**src/rtl/hexdisp_if.sv**
```systemverilog
// Bus between requesters and the hex-display arbiter: requests, urgency, data
// slices in; one-hot grant, encoded owner and the selected display word out.
interface hexdisp_if;
  logic [3:0]  req;
  logic [3:0]  urgent;
  logic [63:0] data_in;
  logic [3:0]  grant;
  logic [1:0]  owner;
  logic        valid;
  logic [15:0] dataword;

  modport master (
    output req, urgent, data_in,
    input  grant, owner, valid, dataword
  );

  modport slave (
    input  req, urgent, data_in,
    output grant, owner, valid, dataword
  );
endinterface

```
**src/rtl/hexdisp_arbiter.sv**
```systemverilog
// Round-robin arbiter for the four-digit hex display: minimum dwell per owner,
// urgent preemption, and a one-cycle break-before-make gap on every handover.
module hexdisp_arbiter #(
  parameter int          DWELL     = 100_000_000,
  parameter logic [15:0] IDLE_WORD = 16'h0000
) (
  input logic       clk,
  input logic       rst_n,
  hexdisp_if.slave  bus
);

  typedef enum logic [1:0] {
    IDLE = 2'd0,
    SHOW = 2'd1,
    ARB  = 2'd2
  } state_t;

  localparam logic [26:0] DWELL_LAST = 27'(DWELL - 1);

  state_t      state_r, state_s;
  logic [3:0]  grant_r, grant_s;
  logic [1:0]  owner_r, owner_s;
  logic        valid_r, valid_s;
  logic [15:0] dataword_r, dataword_s;
  logic [26:0] dwell_r, dwell_s;

  logic [3:0]  urg_req_s;
  logic [3:0]  cand_s;
  logic [1:0]  winner_s;
  logic [3:0]  others_s;
  logic [3:0]  other_urg_s;
  logic        owner_req_s;
  logic        owner_urg_s;
  logic        dwell_done_s;

  // First set bit of cand, searching upward from last+1 and wrapping.
  function automatic logic [1:0] pick(input logic [3:0] cand, input logic [1:0] last);
    logic [1:0] idx;
    logic [1:0] res;
    logic       found;
    res   = last;
    found = 1'b0;
    for (int i = 1; i <= 4; i++) begin
      idx = last + 2'(i);
      if (!found && cand[idx]) begin
        res   = idx;
        found = 1'b1;
      end else begin
        res   = res;
      end
    end
    return res;
  endfunction

  function automatic logic [15:0] slice16(input logic [63:0] d, input logic [1:0] i);
    return d[{i, 4'b0000} +: 16];
  endfunction

  // Selection and SHOW exit qualifiers.
  always_comb begin
    urg_req_s    = bus.req & bus.urgent;
    cand_s       = (urg_req_s != 4'b0000) ? urg_req_s : bus.req;
    winner_s     = pick(cand_s, owner_r);
    others_s     = bus.req & ~grant_r;
    other_urg_s  = urg_req_s & ~grant_r;
    owner_req_s  = bus.req[owner_r];
    owner_urg_s  = urg_req_s[owner_r];
    dwell_done_s = (dwell_r >= DWELL_LAST);
  end

  // State register.
  always_ff @(posedge clk or negedge rst_n) begin
    if (!rst_n) begin
      state_r <= IDLE;
    end else begin
      state_r <= state_s;
    end
  end

  // Next-state logic.
  always_comb begin
    state_s = state_r;
    case (state_r)
      IDLE: begin
        if (bus.req != 4'b0000) state_s = SHOW;
        else                    state_s = IDLE;
      end
      SHOW: begin
        if (!owner_req_s)                                  state_s = ARB;
        else if ((other_urg_s != 4'b0000) && !owner_urg_s) state_s = ARB;
        else if (dwell_done_s && (others_s != 4'b0000))    state_s = ARB;
        else                                               state_s = SHOW;
      end
      ARB: begin
        if (cand_s != 4'b0000) state_s = SHOW;
        else                   state_s = IDLE;
      end
      default: state_s = IDLE;
    endcase
  end

  // Next values of the registered outputs and dwell counter.
  always_comb begin
    grant_s    = grant_r;
    owner_s    = owner_r;
    valid_s    = valid_r;
    dataword_s = dataword_r;
    dwell_s    = dwell_r;
    case (state_r)
      IDLE, ARB: begin
        if (state_s == SHOW) begin
          grant_s    = 4'b0001 << winner_s;
          owner_s    = winner_s;
          valid_s    = 1'b1;
          dataword_s = slice16(bus.data_in, winner_s);
          dwell_s    = 27'd0;
        end else begin
          grant_s    = 4'b0000;
          valid_s    = 1'b0;
          dataword_s = IDLE_WORD;
        end
      end
      SHOW: begin
        dataword_s = slice16(bus.data_in, owner_r);
        dwell_s    = dwell_done_s ? DWELL_LAST : (dwell_r + 27'd1);
        if (state_s == ARB) begin
          grant_s = 4'b0000;
          valid_s = 1'b0;
        end else begin
          grant_s = grant_r;
          valid_s = valid_r;
        end
      end
      default: begin
        grant_s    = 4'b0000;
        valid_s    = 1'b0;
        dataword_s = IDLE_WORD;
        dwell_s    = 27'd0;
      end
    endcase
  end

  // Output and datapath registers.
  always_ff @(posedge clk or negedge rst_n) begin
    if (!rst_n) begin
      grant_r    <= 4'b0000;
      owner_r    <= 2'd3;
      valid_r    <= 1'b0;
      dataword_r <= IDLE_WORD;
      dwell_r    <= 27'd0;
    end else begin
      grant_r    <= grant_s;
      owner_r    <= owner_s;
      valid_r    <= valid_s;
      dataword_r <= dataword_s;
      dwell_r    <= dwell_s;
    end
  end

  assign bus.grant    = grant_r;
  assign bus.owner    = owner_r;
  assign bus.valid    = valid_r;
  assign bus.dataword = dataword_r;

endmodule
```
**src/flat_wrapper.sv**
```systemverilog
// flat-port wrapper written by rule: the top's interface ports become plain ports
module hexdisp_arbiter_flat 
#(
  parameter int          DWELL     = 100_000_000,
  parameter logic [15:0] IDLE_WORD = 16'h0000
)
  (clk, rst_n, bus_req, bus_urgent, bus_data_in, bus_grant, bus_owner, bus_valid, bus_dataword);
  hexdisp_if bus_i ();
  input logic clk;
  input logic rst_n;
  input wire logic [$bits(bus_i.req)-1:0] bus_req;
  input wire logic [$bits(bus_i.urgent)-1:0] bus_urgent;
  input wire logic [$bits(bus_i.data_in)-1:0] bus_data_in;
  output wire logic [$bits(bus_i.grant)-1:0] bus_grant;
  output wire logic [$bits(bus_i.owner)-1:0] bus_owner;
  output wire logic [$bits(bus_i.valid)-1:0] bus_valid;
  output wire logic [$bits(bus_i.dataword)-1:0] bus_dataword;
  assign bus_i.req = bus_req;
  assign bus_i.urgent = bus_urgent;
  assign bus_i.data_in = bus_data_in;
  assign bus_grant = bus_i.grant;
  assign bus_owner = bus_i.owner;
  assign bus_valid = bus_i.valid;
  assign bus_dataword = bus_i.dataword;
  hexdisp_arbiter #(.DWELL(DWELL), .IDLE_WORD(IDLE_WORD)) u_core (.clk(clk), .rst_n(rst_n), .bus(bus_i));
endmodule
```
**config.mk**
```make
export PLATFORM = sky130hd
export DESIGN_NAME = hexdisp_arbiter_flat
export DESIGN_NICKNAME = d
export VERILOG_FILES = /design/src/rtl/hexdisp_if.sv /design/src/rtl/hexdisp_arbiter.sv /design/src/flat_wrapper.sv
export SDC_FILE = /design/constraint.sdc
export NUM_CORES = 1
export LEC_CHECK = 0
export ABC_AREA = 1
export BUFFER_PORTS_ARGS = -buffer_cell sky130_fd_sc_hd__buf_2
export CAP_MARGIN = 15
export CELL_PAD_IN_SITES_DETAIL_PLACEMENT = 1
export CELL_PAD_IN_SITES_GLOBAL_PLACEMENT = 1
export CORE_ASPECT_RATIO = 1.4
export CORE_UTILIZATION = 40
export DETAILED_ROUTE_END_ITERATION = 6
export HOLD_SLACK_MARGIN = 0.1
export PLACE_DENSITY_LB_ADDON = 0.25
export SLEW_MARGIN = 25
export SYNTH_ARGS = -nofsm -noshare
export SYNTH_HDL_FRONTEND = slang
export SYNTH_SLANG_ARGS = --single-unit
```
**constraint.sdc**
```tcl
create_clock -name clk -period 3.2 [get_ports clk]
set_clock_uncertainty 0.05 [all_clocks]
set_input_delay 0.32 -clock clk [delete_from_list [all_inputs] [get_ports clk]]
set_output_delay 0.32 -clock clk [all_outputs]
set_load 0.05 [all_outputs]
```
==> results of run 1 <==
## cell type report
cell class / instances / area, um2
Fill cell: 1359 / 5475
Tap cell: 138 / 172.7
Timing Repair Buffer: 103 / 533.0
Multi-Input combinational cell: 470 / 2616
Inverter: 41 / 158.9
Sequential cell: 52 / 1304
Clock buffer: 6 / 128.9
Clock inverter: 2 / 16.27
## cell usage after synthesis (all sizes together), types with 2 or more instances
cell / number
nand3: 124
xnor2: 3
o221ai: 2
a21oi: 5
o21ai: 27
o2111ai: 2
nor4: 3
nor3: 7
nor2: 35
inv: 41
xor2: 10
nand4: 6
clkbuf: 10
o31ai: 2
o22ai: 8
nand3b: 2
dfstp: 2
buf: 18
dfrtp: 50
nand2: 195
a22oi: 33
## per-stage QoR
stage	hold WS (ps)	power, W	util (%)	instance area [um2]
final	95.02	0.005267	47.38	4930
after detailed placement	432.2	0.004713	45.98	4785
after floorplan	-25.59	0.004149	-	4303
after global placement	423.3	0.004583	45.98	4785
after CTS	154.7	0.005291	47.38	4930
after global routing	191.6	0.005667	47.38	4930
## final timing paths
check | end | depth (start not counted)
max in group asynchronous | u_core.bus.grant[0]$_DFFE_PN0P_ | 2
worst min register to register | u_core.bus.valid$_DFFE_PN0P_ | 1
min in group clk | u_core.bus.dataword[2]$_DFF_PN0_ | 5
worst min-delay path | u_core.dwell_r[4]$_DFFE_PN0P_ | 2
worst max-delay path | u_core.bus.dataword[9]$_DFF_PN0_ | 14
worst max register to register | u_core.bus.dataword[9]$_DFF_PN0_ | 14
## layer usage
| metal | vias to the layer above | routed length, um | global-route usage (%) |
|---|---|---|---|
| li1 | 2176 | - | - |
| met3 | 32 | 598 | 4.307 |
| met1 | 2241 | 5634 | 30.88 |
| met4 | 0 | 437 | 10.74 |
| met2 | 121 | 7686 | 48.93 |
| met5 | - | 0 | 0 |
## worst register-to-register path, cell delays in order (launching register included)
cell	delay [ps]
dfstp_2	740
inv_6	100
nand2_1	90
inv_2	190
nor2_4	190
inv_1	110
nand3_2	120
nand2_4	80
nand2_4	80
nand3_4	350
nand2_8	350
nand2_1	100
nand3_2	60
nand3_1	80
nand2_1	80
## cell families after synthesis
family / count (synthesis)
buf+inv: 69
simple gates: 373
xor+xnor: 13
fa+ha+maj: 1
compound gates: 83
flops: 52
## report_power, final
part	switching (W)	internal, W
sequential	0.000132	0.000842
clock	0.000269	0.000293
combinational	0.00267	0.00106
## sequential cells by signal, indices dropped and copies added, names as in the netlist
| signal | flops |
|---|---|
| u_core.dwell_r | 27 |
| u_core.bus.grant | 4 |
| u_core.bus.owner | 2 |
| u_core.bus.valid | 1 |
| u_core.state_r | 2 |
| u_core.bus.dataword | 16 |
==> impl_metrics.csv, run 1 <==
group,metric,value,unit
run_status,status,"complete, no violations",
route,vias,4570,
route,wl_per_cell,17.68,um
clock_tree,clock_latency,300,ps
pwr,powerDensity,1068,nW/um2
synth,synthSimpleGateAreaFrac,45.10,%
synth,ys_seq_elements,52,
sta,rsz0062_at_grt,"false",
worst_setup_path,reg2reg_from,"u_core.bus.owner[0]$_DFFE_PN1P_",
clock_tree,cts-resized-gates,0,
synth,syn_area_per_cell,7.281,um2
sta,worst_slew_pin_slew,734.7,ps
synth,synth.top_cell.area_share,29.08,%
clock_tree,ctsHtreeMaxLevel,2,
finish,most-common-layout-cells,"166 x nand2_1, 101 x nand3_1, 96 x buf_2, 50 x dfrtp_1, 37 x inv_1",
floorplanning,dieArea,11180,um2
worst_setup_path,crit_path_end_kind,"flop",
sta,fin_setup_tns,0,ps
global_route,grt_first_pass_wirelength,23.79,mm
global_route,antenna_found_initial,0,
clock_tree,ctsHoldBuffers,0,
synth,synth_top_family_by_area,"simple AND/OR/NAND/NOR gates",
placed_design,dp_hpwl,10.39,mm
pwr,ir_drop,0.0007759,V
finish,nNetsFinal,748,
sta,fmax,0.3554,GHz
worst_hold_path,hp-class,"in2async",
sta,period_needed,2814,ps
global_route,track_usage,27.21,%
clock_tree,cts_buffers,5,
sta,worst_slack,386.0,ps
finish,layoutNonFillerInstCount,812,
clock_tree,post_cts_buffers,0,
synth,synth.area.mux_share,0,%
worst_setup_path,worst-r2r-setup-slack,390,ps
clock_tree,clockBufferDepth,2,
route,drc,0,
floorplanning,fp.dieW,89.66,um
synth,synth_warnings,0,
synth,synth_xor_xnor_area_share,2.646,%
pwr,cellLeakagePower,2.494,nW
worst_setup_path,cpMostUsedCell,"nand2_1",
global_route,grt_overflow,0,
route,drt_iter0_markers,199,
worst_setup_path,start_kind,"flop",
worst_setup_path,critPathBufInv,3,
job,cap_violations,0,
synth,synth_edf_count,0,
finish,diodes,0,
worst_setup_path,crit_start,"u_core.bus.owner[0]$_DFFE_PN1P_",
route,viasPerCell,5.628,
clock_tree,clk_root_buffer_cell,"clkbuf_16",
worst_setup_path,cpLargestDelayFamily,"simple AND/OR/NAND/NOR gates",
synth,async_flop_share,100.0,%
worst_setup_path,max_stage_delay,740,ps
synth,netlist_instances,591,
clock_tree,clk_pin_slew,70,ps
worst_setup_path,crit_type,"reg2reg",
route,drt_first_pass_iters,4,
sta,slew_viol_final,0,
worst_setup_path,worstPathArrival,3000,ps
sta,fin_crit_sh,87.94,%
sta,slew_headroom,51.02,%
worst_setup_path,worstPathMaxFanout,34,
synth,syn-cell-area,4303,um2
finish,areaGrowthSynthToFinish,14.57,%
synth,yosysTopAreaCell,"dfrtp_1",
synth,syn_nets,666,
worst_setup_path,cpMaxStageDelayCell,"dfstp_2",
synth,ys_top_cells_by_area,"dfrtp_1 29%, nand2_1 14%, nand3_1 12%",
floorplanning,io_pins,97,
finish,drive_above_1_share,26.71,%
placed_design,gp_congestion,0.8828,
clock_tree,cts_tree,"yes",
placed_design,place_ws,425.7,ps
finish,final_common_cell,"nand2_1",
synth,synth_flop_cell,"dfrtp_1",
route,final_antenna_net_count,0,
floorplanning,initial_core_util,41.35,%
placed_design,io_buffers,96,
clock_tree,cts.sinks,52,
synth,synth_fa_ha_area_share,0.2908,%
floorplanning,dieHeight,124.7,um
global_route,grt_pass1_vias,5035,
worst_setup_path,cp_data_required_time,3390,ps
synth,ys_types,43,
worst_setup_path,cp_cell_sequence,"inv_6 -> nand2_1 -> inv_2 -> nor2_4 -> inv_1 -> nand3_2 -> nand2_4 -> nand2_4 -> nand3_4 -> nand2_8 -> nand2_1 -> nand3_2 -> nand3_1 -> nand2_1",
route,drt_wl_total,14.36,mm
floorplanning,core_region_area,10410,um2
synth,yosysSeqAreaShare,30.30,%
global_route,grt_max_degree,53,
sta,setup_viol,0,
placed_design,dp.cells,804,
floorplanning,rows,44,
synth,synth-compound-area-share,12.65,%
sta,hold_viol,0,
(Power assumes the default switching activity.)
==> inputs of run 2 (changes only) <==
--- a/config.mk
+++ b/config.mk
@@ -10,7 +10,7 @@
 export CAP_MARGIN = 15
 export CELL_PAD_IN_SITES_DETAIL_PLACEMENT = 1
 export CELL_PAD_IN_SITES_GLOBAL_PLACEMENT = 1
-export CORE_ASPECT_RATIO = 1.4
+export CORE_ASPECT_RATIO = 1.1
 export CORE_UTILIZATION = 40
 export DETAILED_ROUTE_END_ITERATION = 6
 export HOLD_SLACK_MARGIN = 0.1
==> run 2 against run 1 <==
- total power increased by 0.16%
- fmax increased by 1.5%
- largest cell class unchanged
- sequential share of layout area decreased by 0.087 points
- highest routed layer unchanged
==> impl_metrics.csv, run 2 (same netlist as run 1, synthesis figures left out) <==
group,metric,value,unit
finish,final_common_cell,"nand2_1",
floorplanning,dieHeight,110.8,um
finish,multi_input_area,2616,um2
sta,hold_viol,0,
sta,fmax,0.3607,GHz
pwr,cellLeakagePower,2.502,nW
worst_setup_path,start_kind,"flop",
placed_design,dp_hpwl,10.44,mm
global_route,antenna_found_initial,0,
placed_design,gp_congestion,0.8585,
global_route,track_usage,26.84,%
route,final_antenna_net_count,0,
placed_design,dp.cells,810,
clock_tree,cts-resized-gates,0,
route,wl_per_cell,17.66,um
finish,seq_area,1304,um2
sta,slew_viol_final,0,
clock_tree,clock_latency,300,ps
route,drt_first_pass_iters,4,
worst_setup_path,worstPathArrival,2960,ps
route,viasPerCell,5.616,
finish,diodes,0,
sta,rsz0062_at_grt,"false",
finish,areaGrowthSynthToFinish,14.95,%
clock_tree,cts_tree,"yes",
floorplanning,fp.dieW,100.9,um
run_status,status,"complete, no violations",
pwr,ir_drop,0.0008855,V
finish,largest_register_ffs,27,
floorplanning,core_region_area,10440,um2
sta,slew_headroom,65.97,%
floorplanning,io_pins,97,
placed_design,io_buffers,96,
floorplanning,rows,39,
worst_setup_path,crit_path_end_kind,"flop",
global_route,grt_max_degree,37,
finish,final.fill_count,1391,
job,cap_violations,0,
pwr,power.total,0.005276,W
floorplanning,initial_core_util,41.21,%
finish,most-common-layout-cells,"166 x nand2_1, 101 x nand3_1, 96 x buf_2, 50 x dfrtp_1, 37 x inv_1",
clock_tree,clockBufferDepth,2,
global_route,grt_overflow,0,
clock_tree,ctsHtreeMaxLevel,2,
sta,period_needed,2772,ps
sta,setup_viol,0,
clock_tree,cts.sinks,52,
sta,worst_slew_pin_slew,510.5,ps
global_route,grt_first_pass_wirelength,23.62,mm
sta,fin_setup_tns,0,ps
worst_hold_path,hp-class,"in2reg",
worst_setup_path,crit_type,"reg2reg",
route,vias,4594,
clock_tree,clk_pin_slew,70,ps
finish,drive_above_1_share,26.81,%
clock_tree,clk_root_buffer_cell,"clkbuf_16",
global_route,grt_pass1_vias,4797,
worst_setup_path,cp_data_required_time,3390,ps
clock_tree,cts_buffers,5,
finish,layoutNonFillerInstCount,818,
sta,fin_crit_sh,86.64,%
route,drt_wl_total,14.44,mm
worst_setup_path,worstPathMaxFanout,34,
floorplanning,dieArea,11180,um2
finish,top_register,"u_core.dwell_r",
route,drc,0,
finish,nNetsFinal,750,
route,drt_iter0_markers,230,
pwr,powerDensity,1067,nW/um2
run 2: cell count changes in the layout (fill, tap and decap cells not counted), sizes merged:
cell	change
buf	+1
dlygate4sd3	+1
clkbuf	-1
run 2: per-stage QoR:
step / util [%] / instance area [um2] / hold WS, ps / worst slack [ps]
2_1_floorplan: - / 4303 / -25.59 / 879.3
3_3_place_gp: 45.95 / 4798 / 228.7 / 555.2
3_5_place_dp: 45.95 / 4798 / 233.3 / 457.2
4_1_cts: 47.36 / 4946 / 304.8 / 444.8
5_1_grt: 47.36 / 4946 / 331.6 / 206.9
6_report: 47.36 / 4946 / 302.7 / 427.6
run 2: worst max-delay path: stages, from the launching register on:
cell and delay (ps):
dfstp_2 730, inv_6 90, nand2_1 90, inv_2 190, nor2_4 180, inv_1 100, nand3_2 110, nand2_4 80
nand2_4 80, nand3_4 350, nand2_8 340, nand2_1 100, nand3_2 70, nand3_1 70, nand2_1 70
run 2: path summary, 6_finish.rpt:
check	from	to	slack, ps	cells after the start
min	bus_data_in[18]	u_core.bus.dataword[2]$_DFF_PN0_	300	5
max reg2reg	u_core.bus.owner[0]$_DFFE_PN1P_	u_core.bus.dataword[9]$_DFF_PN0_	430	14
max in group asynchronous	rst_n	u_core.bus.owner[0]$_DFFE_PN1P_	1790	3
max	u_core.bus.owner[0]$_DFFE_PN1P_	u_core.bus.dataword[9]$_DFF_PN0_	430	14
min in group asynchronous	rst_n	u_core.dwell_r[26]$_DFFE_PN0P_	440	2
min reg2reg	u_core.bus.valid$_DFFE_PN0P_	u_core.bus.valid$_DFFE_PN0P_	440	1
run 2: routing by layer:
| layer | share of wire [%] | track usage (%) | up-vias | wire (um) |
|---|---|---|---|---|
| li1 | - | - | 2187 | - |
| met1 | 41 | 31.95 | 2259 | 5936 |
| met2 | 53 | 49.27 | 129 | 7715 |
| met3 | 3.9 | 3.720 | 19 | 565 |
| met4 | 1.6 | 7.826 | 0 | 225 |
| met5 | 0 | 0 | - | 0 |
run 2: layout make-up:
cell class,count,share of cell area [%]
multi-input cells,470,52.90
flip-flops and latches,52,26.36
repair buffers,105,11.13
well taps,143,3.618
inverters,41,3.213
clock buffers,5,2.530
clock inverters,2,0.2530
run 2: what timing repair did:
action	CTS	global route
setup buffers	0	0
hold endpoints to repair	16	0
hold buffers	1	0
run 2: report_power, final:
part           internal (W)  switching, W  total [W]
logic               0.00107       0.00268    0.00375
clock network      0.000285      0.000261   0.000546
registers          0.000843      0.000136   0.000978
